`src/rtl/mem_stage_if.sv`:
```
// rtl/mem_stage_if.sv - valid/bus/allowin link between adjacent pipeline stages
//
// Purpose: carries one stage-to-stage payload with its handshake. The producer
//   asserts valid with bus, and the consumer returns allowin. A payload moves
//   on a cycle where valid & allowin.
// Ports (signals):
//   valid    producer -> consumer  payload valid
//   bus      producer -> consumer  payload, WD bits
//   allowin  consumer -> producer  consumer can accept this cycle
// Modports: master = producer side, slave = consumer side.
interface mem_stage_if #(
  parameter int WD = 32
) ();
  logic          valid;
  logic [WD-1:0] bus;
  logic          allowin;

  modport master (output valid, output bus, input allowin);
  modport slave  (input valid, input bus, output allowin);
endinterface

```
`src/rtl/mem_stage.sv`:
```
// rtl/mem_stage.sv - memory pipeline stage: waits for data_sram response, aligns load data
//
// Purpose: holds one EXE payload and waits for the data_sram response to the
//   request EXE issued. It then aligns and extends load data and hands the
//   result to WB. A request cancelled by a flush has its late response
//   dropped in the DISCARD state.
// Optional feature macro: MS_LOAD_FWD_EN. When defined, ld_pending drops as
//   soon as load data is present in MEM, so ID can forward it from here.
// Ports:
//   clk, resetn          clock, synchronous active-low reset
//   es_to_ms  (slave)    valid=es_to_ms_valid, bus=es_to_ms_bus[170:0], allowin=ms_allowin
//   ms_to_ws  (master)   valid=ms_to_ws_valid, bus=ms_to_ws_bus[159:0], allowin=ws_allowin
//   data_sram_data_ok    response strobe, one per accepted request, in order
//   data_sram_rdata      read data, valid with data_ok
//   final_ex             exception committed in WB (flush)
//   back_ertn_flush      ertn committed in WB (flush)
//   ms_ex                ms_valid & ex
//   ms_ertn_flush        ms_valid & ertn
//   ms_forward[57:0]     {csr_re,csr_num,csr_we,ertn,ex,ld_pending,final_result,dest,gr_we,ms_valid}
module mem_stage #(
  parameter int ES_TO_MS_BUS_WD = 171,
  parameter int MS_TO_WS_BUS_WD = 160
) (
  input  logic        clk,
  input  logic        resetn,
  mem_stage_if.slave  es_to_ms,
  mem_stage_if.master ms_to_ws,
  input  logic        data_sram_data_ok,
  input  logic [31:0] data_sram_rdata,
  input  logic        final_ex,
  input  logic        back_ertn_flush,
  output logic        ms_ex,
  output logic        ms_ertn_flush,
  output logic [57:0] ms_forward
);

  typedef enum logic [1:0] {S_IDLE, S_WAIT, S_DONE, S_DISCARD} state_t;

  state_t                     r_state;
  state_t                     w_state_nxt;
  logic                       r_ms_valid;
  logic [31:0]                r_buf;
  logic [ES_TO_MS_BUS_WD-1:0] r_bus;

  // Fields of the held payload
  logic        w_rdcntid, w_ertn, w_esubcode, w_ex, w_csr_re, w_csr_we;
  logic [5:0]  w_ecode;
  logic [13:0] w_csr_num;
  logic [31:0] w_csr_wvalue, w_csr_wmask, w_result, w_pc;
  logic [1:0]  w_addr_lo;
  logic        w_ld_b, w_ld_bu, w_ld_h, w_ld_hu, w_res_from_mem, w_gr_we;
  logic [4:0]  w_dest;

  assign w_rdcntid      = r_bus[169];
  assign w_ertn         = r_bus[168];
  assign w_esubcode     = r_bus[167];
  assign w_ecode        = r_bus[166:161];
  assign w_ex           = r_bus[160];
  assign w_csr_re       = r_bus[159];
  assign w_csr_num      = r_bus[158:145];
  assign w_csr_wvalue   = r_bus[144:113];
  assign w_csr_wmask    = r_bus[112:81];
  assign w_csr_we       = r_bus[80];
  assign w_addr_lo      = r_bus[79:78];
  assign w_ld_b         = r_bus[76];
  assign w_ld_bu        = r_bus[75];
  assign w_ld_h         = r_bus[74];
  assign w_ld_hu        = r_bus[73];
  assign w_res_from_mem = r_bus[70];
  assign w_gr_we        = r_bus[69];
  assign w_dest         = r_bus[68:64];
  assign w_result       = r_bus[63:32];
  assign w_pc           = r_bus[31:0];

  // Any load/store owns an outstanding request. An excepting op never issued
  // one, so it must not wait.
  logic w_need_data;
  logic w_in_need;
  assign w_need_data = (r_bus[170] | (|r_bus[77:71])) & ~r_bus[160];
  assign w_in_need   = (es_to_ms.bus[170] | (|es_to_ms.bus[77:71])) & ~es_to_ms.bus[160];

  logic w_flush, w_ready_go, w_ms_allowin, w_entry, w_ws_allowin;
  assign w_flush      = final_ex | back_ertn_flush;
  assign w_ws_allowin = ms_to_ws.allowin;
  assign w_ready_go   = ~w_need_data | (r_state == S_DONE) |
                        ((r_state == S_WAIT) & data_sram_data_ok);
  assign w_ms_allowin = (r_state != S_DISCARD) & (~r_ms_valid | (w_ready_go & w_ws_allowin));
  assign w_entry      = es_to_ms.valid & w_ms_allowin;

  assign es_to_ms.allowin = w_ms_allowin;
  assign ms_to_ws.valid   = r_ms_valid & w_ready_go & ~final_ex;

  // State reached when the held op leaves. A memory op entering at the same
  // time already has its request issued: it normally waits for it, but under
  // a flush its response must be dropped.
  state_t w_after;
  always_comb begin
    w_after = S_IDLE;
    if (w_entry && w_in_need) begin
      w_after = w_flush ? S_DISCARD : S_WAIT;
    end
  end

  always_comb begin
    w_state_nxt = r_state;
    case (r_state)
      S_IDLE: begin
        w_state_nxt = w_after;
      end
      S_WAIT: begin
        if (data_sram_data_ok) begin
          if (w_flush || w_ws_allowin) w_state_nxt = w_after;
          else                         w_state_nxt = S_DONE;
        end else if (w_flush) begin
          w_state_nxt = S_DISCARD;
        end
      end
      S_DONE: begin
        if (w_flush || w_ws_allowin) w_state_nxt = w_after;
      end
      S_DISCARD: begin
        if (data_sram_data_ok) w_state_nxt = S_IDLE;
      end
      default: w_state_nxt = S_IDLE;
    endcase
  end

  always_ff @(posedge clk) begin
    if (!resetn) begin
      r_state    <= S_IDLE;
      r_ms_valid <= 1'b0;
      r_buf      <= 32'h0;
      r_bus      <= '0;
    end else begin
      r_state <= w_state_nxt;
      if (w_flush)           r_ms_valid <= 1'b0;
      else if (w_ms_allowin) r_ms_valid <= es_to_ms.valid;
      if (w_entry) r_bus <= es_to_ms.bus;
      // The response is consumed now but WB is stalled, so keep it until WB accepts.
      if (r_state == S_WAIT && data_sram_data_ok && !w_ws_allowin && !w_flush)
        r_buf <= data_sram_rdata;
    end
  end

  // Load alignment and extension
  logic [31:0] w_word, w_loaded, w_final_result;
  logic [7:0]  w_byte;
  logic [15:0] w_half;
  always_comb begin
    w_word = (r_state == S_DONE) ? r_buf : data_sram_rdata;
    case (w_addr_lo)
      2'd0:    w_byte = w_word[7:0];
      2'd1:    w_byte = w_word[15:8];
      2'd2:    w_byte = w_word[23:16];
      default: w_byte = w_word[31:24];
    endcase
    w_half   = w_addr_lo[1] ? w_word[31:16] : w_word[15:0];
    w_loaded = w_word;
    if (w_ld_b)       w_loaded = {{24{w_byte[7]}}, w_byte};
    else if (w_ld_bu) w_loaded = {24'h0, w_byte};
    else if (w_ld_h)  w_loaded = {{16{w_half[15]}}, w_half};
    else if (w_ld_hu) w_loaded = {16'h0, w_half};
  end
  assign w_final_result = w_res_from_mem ? w_loaded : w_result;

  logic [MS_TO_WS_BUS_WD-1:0] w_ws_bus;
  assign w_ws_bus = {w_rdcntid, w_ertn, w_esubcode, w_ecode, w_ex, w_csr_re, w_csr_num,
                     w_csr_wvalue, w_csr_wmask, w_csr_we, w_gr_we, w_dest, w_final_result, w_pc};
  assign ms_to_ws.bus = w_ws_bus;

  logic w_ld_pending;
`ifdef MS_LOAD_FWD_EN
  assign w_ld_pending = r_ms_valid & w_res_from_mem & ~w_ready_go;
`else
  assign w_ld_pending = r_ms_valid & w_res_from_mem;
`endif

  assign ms_ex         = r_ms_valid & w_ex;
  assign ms_ertn_flush = r_ms_valid & w_ertn;
  assign ms_forward    = {w_csr_re, w_csr_num, w_csr_we, w_ertn, w_ex, w_ld_pending,
                          w_final_result, w_dest, w_gr_we, r_ms_valid};

endmodule

```
`src/flat_wrapper.sv`:
```
// flat-port wrapper written by rule: the top's interface ports become plain ports
module mem_stage_flat 
#(
  parameter int ES_TO_MS_BUS_WD = 171,
  parameter int MS_TO_WS_BUS_WD = 160
)
  (clk, resetn, data_sram_data_ok, data_sram_rdata, final_ex, back_ertn_flush, ms_ex, ms_ertn_flush, ms_forward, es_to_ms_valid, es_to_ms_bus, es_to_ms_allowin, ms_to_ws_valid, ms_to_ws_bus, ms_to_ws_allowin);
  mem_stage_if #(.WD(171)) es_to_ms_i ();
  mem_stage_if #(.WD(160)) ms_to_ws_i ();
  input  logic clk;
  input  logic resetn;
  input  logic data_sram_data_ok;
  input  logic [31:0] data_sram_rdata;
  input  logic final_ex;
  input  logic back_ertn_flush;
  output logic ms_ex;
  output logic ms_ertn_flush;
  output logic [57:0] ms_forward;
  input wire logic [$bits(es_to_ms_i.valid)-1:0] es_to_ms_valid;
  input wire logic [$bits(es_to_ms_i.bus)-1:0] es_to_ms_bus;
  output wire logic [$bits(es_to_ms_i.allowin)-1:0] es_to_ms_allowin;
  output wire logic [$bits(ms_to_ws_i.valid)-1:0] ms_to_ws_valid;
  output wire logic [$bits(ms_to_ws_i.bus)-1:0] ms_to_ws_bus;
  input wire logic [$bits(ms_to_ws_i.allowin)-1:0] ms_to_ws_allowin;
  assign es_to_ms_i.valid = es_to_ms_valid;
  assign es_to_ms_i.bus = es_to_ms_bus;
  assign es_to_ms_allowin = es_to_ms_i.allowin;
  assign ms_to_ws_valid = ms_to_ws_i.valid;
  assign ms_to_ws_bus = ms_to_ws_i.bus;
  assign ms_to_ws_i.allowin = ms_to_ws_allowin;
  mem_stage #(.ES_TO_MS_BUS_WD(ES_TO_MS_BUS_WD), .MS_TO_WS_BUS_WD(MS_TO_WS_BUS_WD)) u_core (.clk(clk), .resetn(resetn), .es_to_ms(es_to_ms_i), .ms_to_ws(ms_to_ws_i), .data_sram_data_ok(data_sram_data_ok), .data_sram_rdata(data_sram_rdata), .final_ex(final_ex), .back_ertn_flush(back_ertn_flush), .ms_ex(ms_ex), .ms_ertn_flush(ms_ertn_flush), .ms_forward(ms_forward));
endmodule
```
`config.mk`:
```
export PLATFORM = sky130hd
export DESIGN_NAME = mem_stage_flat
export DESIGN_NICKNAME = d
export VERILOG_FILES = /design/src/rtl/mem_stage_if.sv /design/src/rtl/mem_stage.sv /design/src/flat_wrapper.sv
export SDC_FILE = /design/constraint.sdc
export NUM_CORES = 1
export LEC_CHECK = 0
export BUFFER_PORTS_ARGS = -buffer_cell sky130_fd_sc_hd__buf_2
export CORE_MARGIN = 10
export CORE_UTILIZATION = 40
export CTS_BUF_LIST = sky130_fd_sc_hd__clkbuf_2 sky130_fd_sc_hd__clkbuf_4 sky130_fd_sc_hd__clkbuf_8
export DETAILED_ROUTE_END_ITERATION = 8
export MAX_ROUTING_LAYER = met4
export PLACE_DENSITY = 0.73
export SLEW_MARGIN = 20
export SYNTH_ARGS = -nofsm -noshare
export SYNTH_HDL_FRONTEND = slang
export SYNTH_SLANG_ARGS = --single-unit
```
`constraint.sdc`:
```
create_clock -name clk -period 3.51 [get_ports clk]
set_clock_uncertainty 0.1 [all_clocks]
set_input_delay 0.702 -clock clk [delete_from_list [all_inputs] [get_ports clk]]
set_output_delay 0.702 -clock clk [all_outputs]
set_load 0.02 [all_outputs]
```
==> flow_summary.json, run 1 <==
{
  "status": "completed",
  "crit_chain": "nand2b_4 > mux4_2 > a22oi_2 > nand3_1 > buf_4 > o22a_1 > buf_2",
  "tritoncts.num_buffers": 38,
  "globalRouteTotalUtil_pct": 20.3,
  "synth_top_area_share_pct": 39.7,
  "design.die.area_sq_um": 32800,
  "asyncSetResetFlopFracSynth_pct": 0,
  "cp_data_required_time_ns": 2.71,
  "yosysSeqAreaShare_pct": 39.7,
  "initial_drt_markers": 748,
  "final-max-slew-violation-count": 0,
  "clk_pin_slew_worst_paths_ns": 0.06,
  "syn-instance-count": 1339,
  "layout.nets": 1748,
  "min-delay-path-class": "input pin to flop",
  "dpl.hpwl_mm": 26.4,
  "synthToLayoutAreaGrowth_pct": 17.7,
  "post_route_cells_drive_above_1_share_pct": 35.6,
  "vias_in_the_first_global_route": 9201,
  "power_density_nw_per_um2": 497,
  "slowest_stage": "mux4_2",
  "dieWidth_um": 181,
  "cp_slowest_stage_delay_ns": 0.54,
  "power.share.switching_pct": 30.3,
  "drc": 0,
  "clock.fmax_mhz": 296,
  "cts.hold.buffers_added": 0,
  "design_power_total_mw": 6.07,
  "flip_flop_and_latch_count_after_synthesis": 206,
  "worstSetupEndpointType": "primary output",
  "io_pins": 432,
  "ys_warn_count": 0,
  "final_cells": 1900,
  "maxCapViolations": 0,
  "place.gp.congestion": 0.900,
  "hold_viol_final": 0,
  "synthFlopType": "dfxtp_1",
  "power.static_leakage_nw": 5.60,
  "critPathArrivalTime_ns": 2.58,
  "path_max_fanout": 16,
  "core_area_sq_um": 25400,
  "avgViaCountPerCell": 5.03,
  "chipHeight_um": 181,
  "synth_top_cells_by_area": "dfxtp_1, buf_4, nand2_1, nand3_1, o21ai_0",
  "synth_most_common_cell": "nand2_1",
  "seqPwrFrac_pct": 42.2,
  "synth_edf_count": 0,
  "clkPwrFrac_pct": 37.7,
  "grt_antenna_before_repair": 12,
  "number_of_sinks_handled_by_clock_tree_synthesis": 206,
  "p_switching_mw": 1.84,
  "dp_slack_ns": 0.367,
  "largest_net_degree_at_the_start_of_global_routing": 110,
  "ant_nets_after_route": 0,
  "worst_setup_path_start_kind": "flop",
  "gr-total-overflow": 0,
  "clock_tree_from_tritoncts": "done",
  "finalWirelength_mm": 35.0,
  "int_power_mw": 4.23,
  "whs_ns": 0.307,
  "numPortBuffers": 431,
  "placed_cells": 1827,
  "worst_voltage_drop_across_the_vdd_grid_mv": 0.404,
  "drt_pre_antenna_iters": 5,
  "final.setup.worst_slack_ns": 0.127,
  "cts.root.buffer_cell": "clkbuf_8",
  "row_count": 58,
  "timing.max_slew.rel_slack_pct": 47.7,
  "grt_pass1_wl_mm": 52.4,
  "synth.largest_area_cell": "dfxtp_1",
  "num_vias": 9558,
  "clockBufferDepth": 3,
  "path_class": "flop to primary output",
  "fin_crit_sh_pct": 96.4,
  "setup_viol_count_final": 0,
  "pwr-share-comb_pct": 20.1,
  "starting_density_of_the_core_pct": 40.9,
  "synth_commonest_cells": "nand2_1, dfxtp_1, buf_4",
  "routedWlPerCell_um": 18.4,
  "syn-cell-area_sq_um": 10400,
  "post_synth.cell_area_avg_sq_um": 7.76,
  "htree_levels": 2,
  "worst_slew_pin_slew_ns": 0.784,
  "nFillCells": 2505,
  "worst_skew_pair.late_latency_ns": 0.52,
  "number_of_nets_produced_by_synthesis": 1549,
  "finalWorstPathRequiredPeriod_ns": 3.38,
  "netlist-cell-type-count": 41,
  "finalSetupTns_ns": 0
}
-- through the flow --
stage | utilization [%] | cell area [sq um]
detailed placement | 44.8 | 11400
global route | 48.1 | 12200
CTS | 47.8 | 12100
global placement | 44.8 | 11400
floorplan | - | 10400
finish | 48.1 | 12200
-- worst max-delay path: cells and delay by family (launching register included) --
| kind | cells | cell delay, ns |
|---|---|---|
| AOI/OAI and AO/OA | 2 | 0.43 |
| DFF | 1 | 0.40 |
| buffers and inverters | 2 | 0.41 |
| and+or+nand+nor | 2 | 0.29 |
| muxes | 1 | 0.54 |
-- area by class of cell --
| type | count | area (sq um) | share of cell area (%) |
|---|---|---|---|
| clock buffer | 60 | 744 | 6.09 |
| timing repair buffer | 453 | 2440 | 19.9 |
| sequential | 206 | 4130 | 33.8 |
| inverter | 7 | 26.3 | 0.215 |
| antenna | 12 | 30.0 | 0.246 |
| multi-input combinational | 832 | 4440 | 36.3 |
| tap | 330 | 413 | 3.38 |
-- repair_timing --
item / in CTS / in global routing
setup endpoints to repair: 54 / 48
resized for setup: 8 / 6
cloned: 0 / 1
buffers inserted: 0 / 0
-- placed cells by master, fill, tap and decap left out, drive strengths merged, types with 3 or more instances in the layout --
master,instances
a22oi,3
dfxtp,206
buf,452
mux4,17
nand2b,7
nor4,3
a31oi,4
o21ai,194
mux2,9
a21boi,3
diode,12
nor2b,12
o22a,16
a21oi,43
mux2i,7
and2,6
o22ai,5
nor2,18
nand2,283
inv,6
clkbuf,61
a31o,4
nand3,180
-- cells by family (layout without fill, tap and decap cells) --
logic type / count (synthesis) / count (layout) / synth area share, %
compound gates: 281 / 281 / 15.1
mux: 33 / 33 / 5.34
flops: 206 / 206 / 39.7
simple gates: 517 / 517 / 21.9
fa+ha+maj: 1 / 1 / 0.0964
buf+inv: 301 / 520 / 17.9
other cells: 0 / 12 / 0
-- worst paths after layout --
kind / from / to / slack [ns] / depth (start not counted)
max: u_core.r_state[0] / ms_forward[27] / 0.13 / 7
min: es_to_ms_bus[64] / u_core.r_bus[64] / 0.31 / 3
max reg2reg: u_core.r_bus[74] / u_core.r_state[1] / 0.71 / 6
min reg2reg: u_core.r_bus[89] / u_core.r_bus[89] / 0.36 / 2
-- per-layer routing --
metal,routed length (um),vias to the layer above,track usage [%]
met1,13600,4243,21.8
met5,0,-,-
met4,1090,0,7.19
li1,-,4778,-
met3,3580,60,8.11
met2,16800,477,33.4
-- state kept, by name, indices dropped and copies added (netlist names) --
register / flops
u_core.r_ms_valid: 1
u_core.r_state: 2
u_core.r_bus: 171
u_core.r_buf: 32
-- power by group through the flow --
stage | Sequential (mW) | Clock, mW | Combinational [mW]
finish | 2.56 | 2.29 | 1.22
global route | 2.58 | 2.47 | 1.33
CTS | 2.56 | 2.36 | 1.22
detailed placement | 2.61 | 0 | 1.22
global placement | 2.60 | 0 | 1.21
floorplan | 2.58 | 0 | 0.958
Power figures use the tool's default switching activity.
==> inputs of run 2 (changes only) <==
- PLACE_DENSITY: 0.73 -> 0.75
- RECOVER_POWER: not set -> 25
- clock period: 3.51 -> 2.99 ns (I/O delays scaled with it)
==> flow_summary.json, run 2 (same netlist as run 1, synthesis figures left out) <==
{
  "status": "finished, violations left",
  "failing_checks": "max-capacitance violations, max-slew violations, negative setup slack",
  "htree_levels": 2,
  "timing.critical_path.buf_inv": 2,
  "grt_antenna_before_repair": 9,
  "starting_density_of_the_core_pct": 40.9,
  "worstSetupEndpointType": "primary output",
  "clock.fmax_mhz": 311,
  "timing.critical_path.mode_cell": "buf_6",
  "place.gp.congestion": 0.929,
  "gr-total-overflow": 0,
  "numPortBuffers": 431,
  "clockBufferDepth": 3,
  "layout.nets": 1790,
  "io_pins": 432,
  "critical_path.reg2reg.startpoint": "u_core.r_state[1]",
  "hold_path_startpoint": "back_ertn_flush",
  "path_max_fanout": 8,
  "tritoncts.num_buffers": 38,
  "cp_slowest_stage_delay_ns": 0.55,
  "design_power_total_mw": 7.56,
  "synthToLayoutAreaGrowth_pct": 26.5,
  "vias_in_the_first_global_route": 9448,
  "avgViaCountPerCell": 5.13,
  "finalSetupTns_ns": -9.53,
  "drt_pre_antenna_iters": 5,
  "largest_net_degree_at_the_start_of_global_routing": 129,
  "fin_crit_sh_pct": 108,
  "cp_data_required_time_ns": 2.29,
  "power_density_nw_per_um2": 575,
  "number_of_sinks_handled_by_clock_tree_synthesis": 206,
  "critPathArrivalTime_ns": 2.52,
  "worst_voltage_drop_across_the_vdd_grid_mv": 0.376,
  "cts.hold.buffers_added": 0,
  "grt_pass1_wl_mm": 55.6,
  "finalWirelength_mm": 37.5,
  "rsz0062_at_grt": "true",
  "globalRouteTotalUtil_pct": 21.7,
  "final.setup.worst_slack_ns": -0.226,
  "finalWorstPathRequiredPeriod_ns": 3.22,
  "clock_tree_from_tritoncts": "done",
  "min-delay-path-class": "input pin to flop",
  "initial_drt_markers": 748,
  "final-max-slew-violation-count": 33,
  "chipHeight_um": 181,
  "num_vias": 10009,
  "hold_viol_final": 0,
  "routedWlPerCell_um": 19.2,
  "registers.top_by_ff_count": "u_core.r_bus",
  "largest_registers": "u_core.r_bus x171, u_core.r_buf x32, u_core.r_state x2",
  "worst_skew_pair.late_latency_ns": 0.53,
  "dp_slack_ns": 0.0589,
  "row_count": 58,
  "drc": 0,
  "worst_setup_path_start_kind": "flop",
  "cts.root.buffer_cell": "clkbuf_8",
  "multi_input_comb_area_sq_um": 4610,
  "path_class": "flop to primary output",
  "dpl.hpwl_mm": 27.9,
  "maxCapViolations": 1,
  "power.static_leakage_nw": 5.69,
  "final_cell_mix": "buf_2, nand2_1, dfxtp_1",
  "worstSetupStartpoint": "u_core.r_state[1]",
  "slowest_stage": "mux4_2",
  "clk_pin_slew_worst_paths_ns": 0.05,
  "nFillCells": 2416,
  "max_ffs_per_register": 171,
  "worst_slew_pin_slew_ns": 1.55,
  "delay_heaviest_family_cp": "multiplexers",
  "area.sequential_sq_um": 4130,
  "setup_viol_count_final": 64,
  "dieWidth_um": 181,
  "timing.max_slew.rel_slack_pct": -3.51,
  "ant_nets_after_route": 0,
  "core_area_sq_um": 25400,
  "crit_chain": "nor2b_4 > mux4_2 > a22oi_2 > nand3_2 > buf_6 > o22a_1 > buf_6",
  "rrSetupSlack_ns": 0.39,
  "mostFrequentLayoutCell": "buf_2",
  "post_route_cells_drive_above_1_share_pct": 33.7,
  "design.die.area_sq_um": 32800
}
run 2: changes by cell type in the layout (fill, tap and decap cells not counted), moves of 8 or more:
cell / delta
clkbuf_1: +86
o21ai_0: -8
buf_12: +9
buf_4: +18
buf_2: -129
buf_6: +56
run 2: final cells by class:
cell class / instances / area share [%]
diodes: 11 / 0.210
clock buffers: 64 / 6.09
clock inverters: 5 / 0.210
inverters: 7 / 0.200
multi-input cells: 832 / 35.1
flip-flops and latches: 206 / 31.4
well taps: 330 / 3.14
repair buffers: 495 / 23.7
run 2: metrics by stage:
step | area [sq um] | hold WS [ns] | utilization [%] | cells
floorplan | 10400 | 0.335 | - | 1339
global placement | 11600 | 0.341 | 45.5 | 1845
detailed placement | 11600 | 0.346 | 45.5 | 1845
CTS | 12800 | 0.170 | 50.5 | 1923
global route | 13100 | 0.182 | 51.7 | 1948
finish | 13100 | 0.203 | 51.7 | 1950
run 2: path summary, 6_finish.rpt:
kind / cells past startpoint / to
max reg2reg: 7 / u_core.r_buf[15]
max: 7 / ms_forward[34]
min: 2 / u_core.r_ms_valid
min reg2reg: 2 / u_core.r_bus[101]
run 2: layer usage:
layer	global-route usage [%]	share of wire [%]	up-vias
li1	-	-	4869
met1	23.8	38	4602
met2	37.1	50	489
met3	6.89	9.3	49
met4	5.69	2.0	0
met5	-	0	-
run 2: power breakdown:
| group | switching (mW) | leakage [nW] | internal (mW) |
|---|---|---|---|
| Combinational | 1.01 | 3.56 | 0.669 |
| Sequential | 0.102 | 1.69 | 2.91 |
| Clock | 1.18 | 0.442 | 1.68 |
| Total | 2.29 | 5.69 | 5.26 |
run 2: what timing repair did:
| action | CTS | global route |
|---|---|---|
| endpoints found under the setup margin | 64 | 66 |
| cloned | 2 | 1 |
| hold endpoints to repair | 0 | 0 |
| resized for setup | 97 | 64 |
| setup buffers | 8 | 15 |
| pin swaps | 18 | 12 |
